## src/rtl/counter_ctrl_pkg.sv

```systemverilog
// counter_ctrl_pkg
// Shared definitions for the counter sequencer/arbiter slice:
//   - state_t   : sequencer states
//   - cw_of()   : count width derived from the counter SIZE parameter
//   - REQ0/REQ1 : requester index constants
package counter_ctrl_pkg;

  typedef enum logic [1:0] {
    IDLE  = 2'd0,
    CLEAR = 2'd1,
    RUN   = 2'd2,
    DONE  = 2'd3
  } state_t;

  localparam int REQ0 = 0;
  localparam int REQ1 = 1;

  // Ripple counter output is two bits wider than its SIZE parameter.
  function automatic int cw_of(input int size);
    return size + 2;
  endfunction

endpackage

```

## src/rtl/counter_arbiter_rr_arb2.sv

```systemverilog
// rr_arb2
// Two-way round-robin arbiter with a registered last-winner pointer.
// Ports:
//   clock    in  1  system clock
//   reset    in  1  asynchronous active-low reset
//   req      in  2  request vector
//   upd_en   in  1  load the pointer with upd_idx
//   upd_idx  in  1  index of the requester that just completed
//   win      out 2  one-hot winner for the current req (combinational)
module rr_arb2
  import counter_ctrl_pkg::*;
(
  input  logic       clock,
  input  logic       reset,
  input  logic [1:0] req,
  input  logic       upd_en,
  input  logic       upd_idx,
  output logic [1:0] win
);

  // Index of the last completed winner; reset to 1 so requester 0 wins a tie.
  logic last_r;

  // Pointer register: moves only when the owner asks for it.
  always_ff @(posedge clock or negedge reset) begin
    if (!reset) begin
      last_r <= 1'b1;
    end else if (upd_en) begin
      last_r <= upd_idx;
    end else begin
      last_r <= last_r;
    end
  end

  // Winner select: a tie goes to the requester that did not win last.
  always_comb begin
    win = 2'b00;
    case (req)
      2'b01:   win = 2'b01;
      2'b10:   win = 2'b10;
      2'b11:   win = last_r ? 2'b01 : 2'b10;
      default: win = 2'b00;
    endcase
  end

endmodule

```

## src/rtl/counter_arbiter.sv

```systemverilog
// counter_arbiter
// Sequencer and 2-way round-robin arbiter in front of the shared ripple
// counter. A granted requester's target is latched, the counter is cleared,
// then released until it reaches the target, and a done pulse is issued.
// Ports:
//   clock      in  1   system clock
//   reset      in  1   asynchronous active-low reset
//   req        in  2   level requests
//   target0/1  in  CW  tick counts, sampled at grant
//   grant      out 2   one-hot grant (0 when idle)
//   busy       out 1   high outside IDLE
//   done       out 2   one-cycle completion pulse on the granted bit
//   err        out 1   one-cycle pulse on counter carry during RUN
//   cnt_clr    out 1   counter synchronous clear
//   cnt_inh    out 1   counter clockinh (1 = hold)
//   cnt_value  in  CW  counter output
//   cnt_carry  in  1   counter carry out
module counter_arbiter
  import counter_ctrl_pkg::*;
#(
  parameter  int SIZE = 8,
  localparam int CW   = cw_of(SIZE)
) (
  input  logic          clock,
  input  logic          reset,
  input  logic [1:0]    req,
  input  logic [CW-1:0] target0,
  input  logic [CW-1:0] target1,
  output logic [1:0]    grant,
  output logic          busy,
  output logic [1:0]    done,
  output logic          err,
  output logic          cnt_clr,
  output logic          cnt_inh,
  input  logic [CW-1:0] cnt_value,
  input  logic          cnt_carry
);

  state_t        state_r;
  logic [1:0]    grant_r;
  logic [1:0]    done_r;
  logic          err_r;
  logic          clr_r;
  logic          busy_r;
  logic [CW-1:0] target_r;

  logic [1:0]    win_s;
  logic          match_s;
  logic          abort_s;
  logic          upd_s;

  // Compare, abort detect and pointer-update decode for the RUN state.
  always_comb begin
    match_s = (cnt_value == target_r);
    abort_s = ((req & grant_r) == 2'b00);
    upd_s   = (state_r == RUN) && !abort_s && !cnt_carry && match_s;
  end

  rr_arb2 u_arb (
    .clock   (clock),
    .reset   (reset),
    .req     (req),
    .upd_en  (upd_s),
    .upd_idx (grant_r[REQ1]),
    .win     (win_s)
  );

  // Main sequencer with registered grant/busy/done/err/clear outputs.
  always_ff @(posedge clock or negedge reset) begin
    if (!reset) begin
      state_r  <= IDLE;
      grant_r  <= 2'b00;
      done_r   <= 2'b00;
      err_r    <= 1'b0;
      clr_r    <= 1'b0;
      busy_r   <= 1'b0;
      target_r <= '0;
    end else begin
      done_r <= 2'b00;
      err_r  <= 1'b0;
      clr_r  <= 1'b0;
      case (state_r)
        IDLE: begin
          if (req != 2'b00) begin
            grant_r  <= win_s;
            target_r <= win_s[REQ1] ? target1 : target0;
            clr_r    <= 1'b1;
            busy_r   <= 1'b1;
            state_r  <= CLEAR;
          end else begin
            grant_r <= 2'b00;
            busy_r  <= 1'b0;
          end
        end
        CLEAR: begin
          state_r <= RUN;
        end
        RUN: begin
          // Abort beats carry, carry beats the target match.
          if (abort_s) begin
            grant_r <= 2'b00;
            busy_r  <= 1'b0;
            state_r <= IDLE;
          end else if (cnt_carry) begin
            err_r   <= 1'b1;
            grant_r <= 2'b00;
            busy_r  <= 1'b0;
            state_r <= IDLE;
          end else if (match_s) begin
            done_r  <= grant_r;
            state_r <= DONE;
          end else begin
            state_r <= RUN;
          end
        end
        DONE: begin
          grant_r <= 2'b00;
          busy_r  <= 1'b0;
          state_r <= IDLE;
        end
        default: begin
          grant_r <= 2'b00;
          busy_r  <= 1'b0;
          state_r <= IDLE;
        end
      endcase
    end
  end

  // Inhibit follows the compare in RUN so the counter freezes on the target
  // edge itself; every other state holds the counter.
  always_comb begin
    if (state_r == RUN) begin
      cnt_inh = match_s;
    end else begin
      cnt_inh = 1'b1;
    end
  end

  assign grant   = grant_r;
  assign busy    = busy_r;
  assign done    = done_r;
  assign err     = err_r;
  assign cnt_clr = clr_r;

endmodule

```

## config.mk

```make
export PLATFORM = sky130hd
export DESIGN_NAME = counter_arbiter
export DESIGN_NICKNAME = d
export VERILOG_FILES = /design/src/rtl/counter_ctrl_pkg.sv /design/src/rtl/counter_arbiter_rr_arb2.sv /design/src/rtl/counter_arbiter.sv
export SDC_FILE = /design/constraint.sdc
export NUM_CORES = 1
export LEC_CHECK = 0
export BUFFER_PORTS_ARGS = -buffer_cell sky130_fd_sc_hd__buf_4
export CAP_MARGIN = 0
export CORE_UTILIZATION = 49
export DETAILED_ROUTE_END_ITERATION = 6
export PLACE_DENSITY_LB_ADDON = 0.15
export SYNTH_ARGS = -nofsm -noshare
export SYNTH_HDL_FRONTEND = slang
export SYNTH_SLANG_ARGS = --single-unit
```

## constraint.sdc

```tcl
create_clock -name clock -period 3.3 [get_ports clock]
set_clock_uncertainty 0.15 [all_clocks]
set_input_delay 0.33 -clock clock [delete_from_list [all_inputs] [get_ports clock]]
set_output_delay 0.33 -clock clock [all_outputs]
set_load 0.005 [all_outputs]
```

==> flow_metrics.py <==
metrics = {
    "route": {
        "antenna_left": 0,
        "wl_met1_um": 839,
        "met2_length_um": 907,
        "viasPerCell": 5.000,
        "wire_per_inst_um": 12.03,
        "vias": 770,
        "wl_met3_um": 106,
        "first_pass_iters": 4,
        "first_iter_violations": 4,
        "drt-total-wl_um": 1853,
        "drc_errors": 0,
        "highest_layer": "met3",
    },
    "synthesis": {
        "yosysTopAreaCellShare": 0.4935,
        "syn_area_um2": 963.4,
        "synth_cell_type_count": 26,
        "ys_ff_latch": 20,
        "synth_area_leader_cell": "dfrtp_1",
        "ys_seq_area_frac": 0.5208,
        "synth-edff-count": 0,
        "ys.flop_type": "dfrtp_1",
        "synthArstFlopShare": 1.000,
        "syn_inst": 85,
        "synth_nets": 120,
        "syn_area_per_cell_um2": 11.33,
        "synthTopCellsByArea": "dfrtp_1 (49%), mux2i_1 (10%), xnor2_1 (9.1%)",
        "yosys_warnings": 0,
    },
    "layout": {
        "utilization": 0.7628,
        "area_delta_synth_final_pct": 41.17,
        "final_cells": 154,
        "design_area_mm2": 0.001360,
        "antenna_cells": 0,
        "drive_gt1_frac": 0.4031,
        "n_fill_cell": 131,
        "fin_nets": 165,
    },
    "setup_path": {
        "worstPathArrival_ps": 1670,
        "cp_slowest_stage_delay_ps": 430,
        "crit_path_top_delay_cell": "o311ai_0",
        "critPathRequiredTime_ps": 2820,
        "end_kind": "primary output",
        "critPathMaxFanout": 2,
        "crit_chain": "xnor2_1 > nand4_1 > o311ai_0 > buf_4",
        "crit_path_start_kind": "register",
        "crit_type": "reg -> out",
        "reg2regPathDepth": 4,
    },
    "sta": {
        "holdWs_ps": 177.4,
        "setup_viol": 0,
        "fmax_ghz": 0.4654,
        "hold_viol": 0,
        "rsz0062_at_grt": "no",
        "period_share": 0.6511,
        "post-route-min-period_ps": 2149,
        "drv_slew": 0,
        "worstMarginPinSlew_ps": 742.9,
        "relSlewSlack": 0.5047,
        "tns_ps": 0,
    },
    "clock_network": {
        "cts_root_buffer": "clkbuf_4",
        "cts_tree": "done",
        "htreeDepth": 1,
        "cts_buffer_depth": 2,
        "cts_resized": 0,
        "insertion_delay_ps": 290,
        "cts_buffers": 3,
        "clk_pin_slew_ps": 110,
        "clkSinkCount": 20,
    },
    "power": {
        "pwr-share-comb": 0.354,
        "power_frac_seq": 0.438,
        "intPower_uw": 642.9,
        "leakage_uw": 0.0006642,
        "vdd_drop_max_v": 0.0004121,
        "switching_share": 0.3207,
        "power.density_cell_area_mw_per_mm2": 695.9,
        "p_clk_frac": 0.209,
        "switching_power_uw": 303.5,
    },
    "floorplanning": {
        "initial_utilization": 0.5404,
        "io_pins": 43,
        "rows": 15,
        "die_h_um": 46.34,
        "coreArea_mm2": 0.001783,
        "dieWidth_um": 46.34,
        "die_area_mm2": 0.002147,
    },
    "placed_design": {
        "hpwl_um": 1425,
        "place_inst": 149,
        "io_buffers": 42,
        "place_area_mm2": 0.001297,
        "place_congestion": 0.6942,
    },
    "global_route": {
        "grt_max_degree": 25,
        "antenna_found_initial": 0,
        "grt_usage": 0.2000,
        "first_global_vias": 696,
        "overflow": 0,
        "grt_pass1_wl_um": 2980,
    },
    "worst_hold_path": {
        "min-delay-path-class": "in -> reg",
        "whs_path_depth": 3,
    },
    "outcome": {
        "status": "finished clean",
    },
    "job": {
        "max-cap-violations": 0,
    },
}
## power by group through the flow
stage	combinational (uW)	sequential (uW)	clock [uW]
6_report	335	414	197
5_1_grt	377	430	211
4_1_cts	341	414	202
3_5_place_dp	339	419	0
3_3_place_gp	328	413	0
2_1_floorplan	231	403	0
## cell usage in the layout (no fill, tap or decap), types with 2 or more instances in the layout
cell	synthesis	routed
clkbuf_4	0	3
buf_4	1	43
a21oi_1	10	10
nor2_1	11	11
dfrtp_1	19	19
xnor2_1	10	10
mux2i_1	10	10
a22o_1	2	2
inv_1	2	2
and2_1	2	2
nand4_1	2	2
## stage by stage
stage                     power (uW)  setup slack [ps]
after detailed placement       757.6              1371
final                          946.4              1152
after global routing            1018              1018
after global placement         740.8              1389
after floorplan                633.8              1512
after CTS                      957.0              1137
## cell families (layout without fill, tap and decap cells)
| family | Yosys count | after routing | synth area share |
|---|---|---|---|
| AOI/OAI and AO/OA | 18 | 18 | 0.1156 |
| DFF | 20 | 20 | 0.5208 |
| and+or+nand+nor | 20 | 20 | 0.1286 |
| xor gates and xnor gates | 10 | 10 | 0.09090 |
| buffers and inverters | 6 | 50 | 0.02856 |
| muxes | 11 | 11 | 0.1156 |
## synth_stat cells, drive strengths merged, types with 2 or more instances
| library cell | number |
|---|---|
| xnor2 | 10 |
| inv | 2 |
| dfrtp | 19 |
| nor2 | 11 |
| nand4 | 2 |
| a22o | 2 |
| a21oi | 10 |
| buf | 3 |
| and2 | 2 |
| mux2i | 10 |
## worst max-delay path, delay by kind of cell (launching register included)
kind            cells  cell delay, ps
compound gates      1             430
flops               1             420
simple gates        1             180
buf+inv             1             180
xor+xnor            1             160
## worst paths after layout
check,start,to,slack [ps]
setup / recovery,target_r[6],cnt_inh,1150
hold / removal,target0[2],target_r[2],180
setup reg to reg,grant[0],u_arb.last_r,1370
hold reg to reg,busy,busy,340
max in group asynchronous,reset,u_arb.last_r,2460
min in group asynchronous,reset,state_r[0],280
## state kept, by name (all words and copies together) (netlist names)
register / count
state_r: 2
cnt_clr: 1
err: 1
target_r: 10
u_arb.last_r: 1
busy: 1
grant: 2
done: 2
## layout make-up
type                       instances  area, um^2  share of cell area
sequential                        20       501.7              0.3689
multi-input combinational         59       434.2              0.3192
timing repair buffer              44       332.8              0.2447
tap                               25       31.28             0.02300
clock inverter                     1       30.03             0.02208
clock buffer                       3       22.52             0.01656
inverter                           2       7.507            0.005520
## metal layers
metal	vias to the layer above	track usage
met1	356	0.2734
li1	386	-
met3	0	0.03922
met2	28	0.3222
met4	0	0.05294
met5	-	0
## what timing repair did
action                                  4_1_cts  5_1_grt
endpoints found under the hold margin        20        0
hold buffers                                  1        0
setup buffers                                 0        0
endpoints found under the setup margin        0        0
No activity file was read; power rests on OpenSTA's default activity.
